**src/rtl/ws_dmem_pkg.sv**
```systemverilog
// Shared types and constants for the wait-stated data memory.
package ws_mem_pkg;

    // Access width encoding, as presented on the size port
    typedef enum logic [1:0] {
        SZ_BYTE = 2'b00,
        SZ_HALF = 2'b01,
        SZ_WORD = 2'b10,
        SZ_RSVD = 2'b11
    } size_t;

    // Access sequencer states
    typedef enum logic [1:0] {
        IDLE = 2'b00,
        BUSY = 2'b01,
        RESP = 2'b10
    } state_t;

    // Width of the completed-write signature counter
    localparam int WR_COUNT_W = 16;

endpackage

```
**src/rtl/ws_dmem_if.sv**
```systemverilog
// Request/response bundle between a core data port and ws_dmem.
interface ws_dmem_if #(
    parameter int AW = 32
) ();

    logic                             req;
    logic                             we;
    logic [1:0]                       size;
    logic [AW-1:0]                    a;
    logic [31:0]                      wd;
    logic                             ready;
    logic [31:0]                      rd;
    logic                             err;
    logic [ws_mem_pkg::WR_COUNT_W-1:0] wr_count;

    modport master (
        output req, we, size, a, wd,
        input  ready, rd, err, wr_count
    );

    modport slave (
        input  req, we, size, a, wd,
        output ready, rd, err, wr_count
    );

endinterface

```
**src/rtl/ws_dmem_align.sv**
```systemverilog
// Little-endian lane steering and alignment checking for one access.
module ws_mem_align
    import ws_mem_pkg::*;
(
    input  size_t       i_size,
    input  logic [1:0]  i_addr,
    input  logic [31:0] i_wd,
    input  logic [31:0] i_word,
    output logic [3:0]  o_be,
    output logic [31:0] o_wdata,
    output logic [31:0] o_rdata,
    output logic        o_misalign
);

    // Replicate write data onto every candidate lane and pick the lanes to touch
    always_comb begin
        o_be       = 4'b0000;
        o_wdata    = 32'd0;
        o_rdata    = 32'd0;
        o_misalign = 1'b0;
        case (i_size)
            SZ_BYTE: begin
                o_be    = 4'b0001 << i_addr;
                o_wdata = {4{i_wd[7:0]}};
                case (i_addr)
                    2'd0:    o_rdata = {24'd0, i_word[7:0]};
                    2'd1:    o_rdata = {24'd0, i_word[15:8]};
                    2'd2:    o_rdata = {24'd0, i_word[23:16]};
                    default: o_rdata = {24'd0, i_word[31:24]};
                endcase
            end
            SZ_HALF: begin
                o_misalign = i_addr[0];
                o_be       = i_addr[1] ? 4'b1100 : 4'b0011;
                o_wdata    = {2{i_wd[15:0]}};
                o_rdata    = i_addr[1] ? {16'd0, i_word[31:16]} : {16'd0, i_word[15:0]};
            end
            SZ_WORD: begin
                o_misalign = |i_addr;
                o_be       = 4'b1111;
                o_wdata    = i_wd;
                o_rdata    = i_word;
            end
            default: begin
                o_misalign = 1'b1;
            end
        endcase
        if (o_misalign) begin
            o_be = 4'b0000;
        end
    end

endmodule

```
**src/rtl/ws_dmem.sv**
```systemverilog
// Wait-stated word-organised data memory with byte/half/word access,
// error reporting and a wrapping completed-write counter.
// AW must exceed $clog2(DEPTH)+2 so an out-of-range field exists.
module ws_dmem
    import ws_mem_pkg::*;
#(
    parameter int DEPTH = 64,
    parameter int WAIT  = 2,
    parameter int AW    = 32
) (
    input  logic     clk,
    input  logic     reset,
    ws_dmem_if.slave bus
);

    localparam int IDXW = $clog2(DEPTH);

    state_t                r_state;
    state_t                w_next;
    logic [3:0]            r_cnt;
    logic                  r_we;
    size_t                 r_size;
    logic [AW-1:0]         r_addr;
    logic [31:0]           r_wd;
    logic [31:0]           r_rd;
    logic                  r_err;
    logic [WR_COUNT_W-1:0] r_wr_count;
    logic [31:0]           r_mem [DEPTH];

    logic [IDXW-1:0]       w_idx;
    logic                  w_oob;
    logic                  w_misalign;
    logic                  w_err;
    logic                  w_accept;
    logic                  w_fire;
    logic [3:0]            w_be;
    logic [31:0]           w_wdata;
    logic [31:0]           w_rdata;
    logic [31:0]           w_word;

    assign w_idx    = r_addr[IDXW+1:2];
    assign w_oob    = |r_addr[AW-1:IDXW+2];
    assign w_word   = r_mem[w_idx];
    assign w_err    = w_misalign | w_oob;
    assign w_accept = (r_state == IDLE) && bus.req;
    assign w_fire   = (r_state == BUSY) && (r_cnt == 4'd0);

    assign bus.ready    = (r_state == RESP);
    assign bus.rd       = r_rd;
    assign bus.err      = r_err;
    assign bus.wr_count = r_wr_count;

    ws_mem_align u_align (
        .i_size     (r_size),
        .i_addr     (r_addr[1:0]),
        .i_wd       (r_wd),
        .i_word     (w_word),
        .o_be       (w_be),
        .o_wdata    (w_wdata),
        .o_rdata    (w_rdata),
        .o_misalign (w_misalign)
    );

    // State register; reset drops an in-flight access and any pending ready
    always_ff @(posedge clk or negedge reset) begin
        if (!reset) r_state <= IDLE;
        else        r_state <= w_next;
    end

    // Next state: requests only count in IDLE, RESP always lasts one cycle
    always_comb begin
        w_next = r_state;
        case (r_state)
            IDLE:    if (bus.req) w_next = BUSY;
            BUSY:    if (r_cnt == 4'd0) w_next = RESP;
            RESP:    w_next = IDLE;
            default: w_next = IDLE;
        endcase
    end

    // Wait counter loads at acceptance and counts down through BUSY
    always_ff @(posedge clk or negedge reset) begin
        if (!reset) begin
            r_cnt <= 4'd0;
        end else if (w_accept) begin
            r_cnt <= 4'(WAIT);
        end else if ((r_state == BUSY) && (r_cnt != 4'd0)) begin
            r_cnt <= r_cnt - 4'd1;
        end
    end

    // Capture the request so the requester may drop it after acceptance
    always_ff @(posedge clk or negedge reset) begin
        if (!reset) begin
            r_we   <= 1'b0;
            r_size <= SZ_BYTE;
            r_addr <= '0;
            r_wd   <= 32'd0;
        end else if (w_accept) begin
            r_we   <= bus.we;
            r_size <= size_t'(bus.size);
            r_addr <= bus.a;
            r_wd   <= bus.wd;
        end
    end

    // Completion results; writes and rejected accesses return zero read data
    always_ff @(posedge clk or negedge reset) begin
        if (!reset) begin
            r_rd       <= 32'd0;
            r_err      <= 1'b0;
            r_wr_count <= '0;
        end else if (w_fire) begin
            r_err <= w_err;
            r_rd  <= (w_err || r_we) ? 32'd0 : w_rdata;
            if (r_we && !w_err) begin
                r_wr_count <= r_wr_count + WR_COUNT_W'(1);
            end
        end
    end

    // Storage array, updated lane by lane on a successful write completion
    always_ff @(posedge clk) begin
        if (w_fire && r_we && !w_err) begin
            for (int i = 0; i < 4; i++) begin
                if (w_be[i]) begin
                    r_mem[w_idx][8*i +: 8] <= w_wdata[8*i +: 8];
                end
            end
        end
    end

endmodule

```
**src/flat_wrapper.sv**
```systemverilog
// flat-port wrapper written by rule: the top's interface ports become plain ports
module ws_dmem_flat import ws_mem_pkg::*;
#(
    parameter int DEPTH = 64,
    parameter int WAIT  = 2,
    parameter int AW    = 32
)
  (clk, reset, bus_req, bus_we, bus_size, bus_a, bus_wd, bus_ready, bus_rd, bus_err, bus_wr_count);
  ws_dmem_if #(.AW(AW)) bus_i ();
  input  logic clk;
  input  logic reset;
  input wire logic [$bits(bus_i.req)-1:0] bus_req;
  input wire logic [$bits(bus_i.we)-1:0] bus_we;
  input wire logic [$bits(bus_i.size)-1:0] bus_size;
  input wire logic [$bits(bus_i.a)-1:0] bus_a;
  input wire logic [$bits(bus_i.wd)-1:0] bus_wd;
  output wire logic [$bits(bus_i.ready)-1:0] bus_ready;
  output wire logic [$bits(bus_i.rd)-1:0] bus_rd;
  output wire logic [$bits(bus_i.err)-1:0] bus_err;
  output wire logic [$bits(bus_i.wr_count)-1:0] bus_wr_count;
  assign bus_i.req = bus_req;
  assign bus_i.we = bus_we;
  assign bus_i.size = bus_size;
  assign bus_i.a = bus_a;
  assign bus_i.wd = bus_wd;
  assign bus_ready = bus_i.ready;
  assign bus_rd = bus_i.rd;
  assign bus_err = bus_i.err;
  assign bus_wr_count = bus_i.wr_count;
  ws_dmem #(.DEPTH(DEPTH), .WAIT(WAIT), .AW(AW)) u_core (.clk(clk), .reset(reset), .bus(bus_i));
endmodule
```
**config.mk**
```make
export PLATFORM = sky130hd
export DESIGN_NAME = ws_dmem_flat
export DESIGN_NICKNAME = d
export VERILOG_FILES = /design/src/rtl/ws_dmem_pkg.sv /design/src/rtl/ws_dmem_if.sv /design/src/rtl/ws_dmem_align.sv /design/src/rtl/ws_dmem.sv /design/src/flat_wrapper.sv
export SDC_FILE = /design/constraint.sdc
export NUM_CORES = 2
export LEC_CHECK = 0
export CAP_MARGIN = 20
export CORE_AREA = 5 5 588 590
export DETAILED_ROUTE_END_ITERATION = 12
export DIE_AREA = 0 0 593 595
export GPL_ROUTABILITY_DRIVEN = 0
export PLACE_DENSITY = 0.48
export SLEW_MARGIN = 20
export SYNTH_ARGS = -nofsm -noshare
export SYNTH_HDL_FRONTEND = slang
export SYNTH_SLANG_ARGS = --single-unit
```
**constraint.sdc**
```tcl
create_clock -name clk -period 5.5 [get_ports clk]
set_input_delay 0.825 -clock clk [delete_from_list [all_inputs] [get_ports clk]]
set_output_delay 0.825 -clock clk [all_outputs]
set_load 0.01 [all_outputs]
```
# Yosys cells after proc, flatten, opt, wreduce, memory -nomap -nowiden
# Memories as Yosys holds them, arrays and structs flattened.
# Index checks and enable logic that the tools add are counted.
[word_totals] register_bits=122 elab_cells=66 memories=1 mem_bits_rw=2048 out_inout_bits=50 inputBits=70
[mem_list] memory="u_core.r_mem" depth=64 width=32 rd=1 rd_clocked_by_memory_dff=0 wr=1 line_no="ws_dmem.sv:28" source="logic [31:0] r_mem [DEPTH];"
[op_classes] n_mux=26 bitwise=1 n_shift=1 n_reduce_logical=18 eq_ne=8 addsub=2
[ops] op="32-bit one-hot mux with 3 select lines" count=2
[ops] op="32-bit 2-to-1 mux" count=1
[ops] op="8-bit one-hot mux with 3 select lines" count=1
[ops] op="24-bit OR reduction" count=1
[ops] op="16-bit by 1-bit adder with 16-bit output (second input constant)" count=1
[ops] op="16-bit 2-to-1 mux" count=1
[ops] op="4-bit 2-to-1 mux" count=4
[ops] op="1-bit 2-to-1 mux" count=12
[ops] op="4-bit one-hot mux with 3 select lines" count=1
[ops] op="2-bit by 1-bit == test with 1-bit output (second input constant)" count=3
[ops] op="2-bit == test (second input constant)" count=3
[ops] op="1-bit logical AND" count=6
[ops] op="2-bit zero test" count=3
[ops] op="4-bit zero test" count=1
[ops] op="2-bit 2-to-1 mux" count=2
[ops] op="2-bit one-hot mux with 2 select lines" count=1
[ops] op="2-bit AND reduction" count=2
[ops] op="4-bit nonzero test" count=1
[ops] op="1-bit by 2-bit left shift with 4-bit output (first input constant)" count=1
[ops] op="4-bit by 1-bit subtractor with 4-bit output (second input constant)" count=1
[ops] op="1-bit one-hot mux with 3 select lines" count=1
[ops] op="2-bit by 1-bit inequality test with 1-bit output (second input constant)" count=1
[ops] op="2-bit inequality test (second input constant)" count=1
[ops] op="2-bit nonzero test" count=1
[ops] op="other kinds (4)" count=4

# Longest topological paths before layout
[depth] ltp_word=7 mapped_depth=14 mapped_depth_nobuf=10

# By module
# From an unflattened synthesis, not the netlist that was laid out.
[unflattened] cells_unflattened=4903 hier_area_um2=85682.2
[modules_own_cells] module="ws_dmem" cells_each=4725 instances=1 area_each_um2=84434.7
[modules_own_cells] module="ws_mem_align" cells_each=178 instances=1 area_each_um2=1247.4

# Worst setup path before layout
# No wires, ideal clock.
[synth_timing] path_type="flip-flop to flip-flop" from="reg u_core.r_size[0]" to="mem u_core.r_mem[0][25] (data pin)" n_path_buf=2 path_slack_ns=1.096 arrival_time_ns=3.703 period_less_slack_ns=4.404 path_stages_with_launch=5 cell_sequence="dfrtp_1 clkbuf_1 clkbuf_1 mux2i_1 o21ai_0"
[synth_between] elab_chain_cells=2 elab_cells_between_ends=4 cone_classes="eq/ne: 2; mux: 1; reduce/logical: 1"
[synth_lines] item="start, declared" line_no="ws_dmem.sv:22" source="size_t r_size;"
[synth_lines] item="start signal, assigned" line_no="ws_dmem.sv:101" source="r_size <= size_t'(bus.size);"
[synth_lines] item="2-bit == test, or another cell as far along" line_no="ws_dmem_align.sv:21" source="case (i_size)"
[synth_lines] item="32-bit one-hot mux with 3 select lines (*)" line_no="ws_dmem_align.sv:21"
[synth_lines] item="named net u_core.u_align.o_wdata[25]" line_no="ws_dmem_align.sv:10" source="output logic [31:0] o_wdata,"
[synth_lines] item="end, declared" line_no="ws_dmem.sv:28"
# Mark *: on every way through the listed nets, which the timed path passes. The rest lies on a longest branch.

# Worst setup path in the final report
[layout_timing] from="reg u_core.r_addr[2]" to="reg u_core.r_rd[5] (netlist: u_core.bus.rd[5])"
[layout_between] elab_chain_cells=4 elab_cells_between_ends=5 cone_classes="mux: 4; memory: 1"
[layout_lines] item="start, declared" line_no="ws_dmem.sv:23" source="logic [AW-1:0] r_addr;"
[layout_lines] item="start signal, assigned" line_no="ws_dmem.sv:102" source="r_addr <= bus.a;"
[layout_lines] item="memory read 64 x 32 bit (*)"
[layout_lines] item="8-bit one-hot mux with 3 select lines or 16-bit 2-to-1 mux (tied branches)" line_no="ws_dmem_align.sv:25, ws_dmem_align.sv:36"
[layout_lines] item="32-bit one-hot mux with 3 select lines (*)" line_no="ws_dmem_align.sv:21"
[layout_lines] item="32-bit 2-to-1 mux (*)" line_no="ws_dmem.sv:115" source="r_rd <= (w_err || r_we) ? 32'd0 : w_rdata;"
[layout_lines] item="end signal, assigned" line_no="ws_dmem.sv:115"
[layout_lines] item="end, declared" line_no="ws_dmem.sv:25" source="logic [31:0] r_rd;"
# Every way passes the cells marked *; elsewhere a longest branch is shown, timed or not.
# A chain may end at the register's enable or synchronous reset.

==> impl_metrics.toml <==
[timing]
tightest_slew_ns = 1.18
min_period_ns = 4.57
finalWorstSetupSlack_ns = 0.931
hold_viol = 0
setup_tns_ns = 0
drv_slew = 0
setup_violations = 0
fmax_mhz = 219
relSlewSlack_pct = 21.6
finClkSkew_ns = 0.0427
rsz0062_at_grt = "no"
period_share_pct = 83.1

[synthesis]
postSynth.asyncResetShare_pct = 5.62
synth_top_area_share_pct = 72.7
ys.flop_type = "edfxtp_1"
syn_area_sq_um = 84600
synth-seq-area-share_pct = 76.3
synth_top_area_cell = "edfxtp_1"
syn_inst = 4889
synth_area_leaders = "edfxtp_1 (73%), mux4_2 (3.9%), dfrtp_1 (3.6%)"
ys_types = 82
syn-num-nets = 4961
synth_edf_count = 2048
synth.avg_cell_area_sq_um = 17.3
ys_seq_elements = 2170
ys.warnings.count = 0

[power]
peakVddDrop_mv = 0.405
leakage_nw = 32.2
cellPowerDensity_nw_per_um2 = 566

[grt]
grt_max_degree = 102
antenna_found_initial = 17
grt_overflow = 0
grt_pass1_wl_mm = 421
grt.total_usage_pct = 16.9
grt_pass1_vias = 49800

[final_layout]
drive_gt1_share_pct = 20.5
fin_nets = 5413
nFillCells = 33500
synthToLayoutAreaGrowth_pct = 19.7

[worst_setup_path]
crit_path_max_fanout = 40
cp.required_ns = 6.25
reg2regPathDepth = 10
arrival_ns = 5.32
cp-end-kind = "flip-flop"
worstSetupStartpointType = "flip-flop"
crit_type = "reg2reg"
rr_endpoint = "u_core.bus.rd[5]"
r2r-start = "u_core.r_addr[2]"
ff2ff_setup_slack_ns = 0.93

[outcome]
status = "finished, final reports clean"

[place]
dpl_worst_slack_ns = 0.953
portBuffers = 119
place_hpwl_mm = 199

[clock_network]
cts_num_sinks = 2170
cts_resized = 0
insertion_delay_ns = 0.89
clockRootBuffer = "clkbuf_16"
cts_setup_buffers = 0
cts-buffers-inserted = 226
cts_hold_buf = 0
htree_levels = 4
path_clk_slew_ns = 0.06
clock_path_buffers = 3
cts_tree = "done"

[detailed_routing]
drt_iter0_markers = 6755
final_antenna_net_count = 0
wl_per_cell_um = 30.7
first_pass_iters = 6
drc = 0
wl_mm = 309
avgViaCountPerCell = 5.01
vias = 50500

[floorplanning]
io_pins = 120
dieHeight_um = 595
die_w_um = 593
coreArea_sq_um = 339000
rows = 214
dieArea_sq_um = 353000
initial_core_util_pct = 24.9

[job]
maxCapViolations = 0

[min_path]
hp-class = "in2async"
## synthesized netlist by cell type, drive strengths merged (14+ instances only)
| master | instances |
|---|---|
| mux2 | 143 |
| nand3 | 24 |
| o22a | 20 |
| a221oi | 171 |
| xnor2 | 15 |
| o22ai | 63 |
| a22oi | 248 |
| inv | 17 |
| nor4 | 22 |
| nand2b | 18 |
| edfxtp | 2048 |
| and2 | 17 |
| o2bb2ai | 27 |
| a31oi | 33 |
| buf | 212 |
| dfrtp | 122 |
| a21oi | 124 |
| a22o | 60 |
| nor3 | 20 |
| nand4 | 27 |
| mux4 | 147 |
| o211ai | 14 |
| clkbuf | 121 |
| nand3b | 16 |
| mux2i | 207 |
| o21ai | 103 |
| a221o | 28 |
| nand2 | 281 |
| nor2 | 366 |
## through the flow
stage / std cells / util, % / power, W / cell area, sq um / hold WS (ns)
3_5_place_dp: 9648 / 27.7 / 0.0420 / 93800 / 0.469
5_1_grt: 10100 / 29.8 / 0.0588 / 101000 / 0.109
2_1_floorplan: 4889 / - / 0.0323 / 84600 / 0.481
6_report: 10100 / 29.8 / 0.0573 / 101000 / 0.0364
3_3_place_gp: 9647 / 27.7 / 0.0417 / 93800 / 0.472
4_1_cts: 10100 / 29.8 / 0.0573 / 101000 / 0.0773
## per-layer routing
layer | vias up | wire, um | GRT usage (%)
met5 | - | 13 | 0
met4 | 2 | 13500 | 6.48
met3 | 493 | 25200 | 3.56
met2 | 2437 | 145000 | 27.2
met1 | 26900 | 125000 | 22.3
li1 | 20700 | - | -
## worst max-delay path, cell delays in order, from the launching register on
cell and delay (ns):
dfrtp_4 0.98, buf_4 0.46, mux4_2 0.61, nand2_1 0.10, a21oi_1 0.15, a2111oi_0 0.86
buf_4 0.27, and4b_1 0.48, mux2_2 0.27, o211a_1 0.14, o31ai_1 0.07
## worst max-delay path by stage
stage / startpoint / endpoint / slack, ns / cells past startpoint
after detailed placement: u_core.r_addr[2] / u_core.bus.rd[5] / 0.95 / 10
after global routing: u_core.r_addr[3] / u_core.bus.rd[4] / 0.87 / 8
after CTS: u_core.r_addr[2] / u_core.bus.rd[5] / 0.90 / 10
after floorplan: u_core.r_size[0] / u_core.r_mem[0][25] / 1.10 / 4
after global placement: u_core.r_addr[2] / u_core.bus.rd[0] / 0.94 / 9
final: u_core.r_addr[2] / u_core.bus.rd[5] / 0.93 / 10
## kinds of logic (layout without fill, tap and decap cells)
family	count (synthesis)	in the layout	share of synthesized area [%]
DFF	2170	2170	76.3
AOI/OAI and AO/OA	984	984	8.56
and+or+nand+nor	866	866	4.62
muxes	497	497	8.27
buffers and inverters	352	996	2.02
xor gates and xnor gates	18	18	0.186
adders and majority gates	2	2	0.0296
other	0	6	0
## report_power, final
part           internal, W  total [W]  switching [W]
registers           0.0218     0.0223       0.000479
logic              0.00522     0.0196         0.0144
clock network      0.00890     0.0154        0.00652
## final cells by class
cell class | instances | area, sq um | share of cell area (%)
Sequential cell | 2170 | 64600 | 63.8
Multi-Input combinational cell | 2367 | 18800 | 18.6
Clock inverter | 141 | 1430 | 1.41
Tap cell | 4536 | 5680 | 5.60
Timing Repair Buffer | 557 | 4750 | 4.69
Clock buffer | 279 | 5940 | 5.87
Inverter | 19 | 78.8 | 0.0778
Antenna cell | 6 | 15.0 | 0.0148
## layout by cell type, fill, tap and decap left out, types with 33 or more instances in the layout
master / instances
a21oi_1: 115
a221oi_1: 171
a22o_1: 54
a22oi_1: 248
a31oi_1: 33
buf_4: 417
clkbuf_1: 49
clkbuf_16: 230
clkdlybuf4s50_1: 118
clkinv_1: 53
clkinv_2: 42
dfrtp_1: 117
edfxtp_1: 2048
mux2_2: 135
mux2i_1: 207
mux4_2: 147
nand2_1: 279
nor2_1: 359
o21ai_0: 78
o22ai_1: 59
## sequential cells by signal, indices dropped and copies added (netlist names)
register             count
u_core.bus.err           1
u_core.bus.rd           32
u_core.bus.wr_count     16
u_core.r_addr           32
u_core.r_cnt             4
u_core.r_mem          2048
u_core.r_size            2
u_core.r_state           2
u_core.r_wd             32
u_core.r_we              1
(Power assumes the default switching activity.)
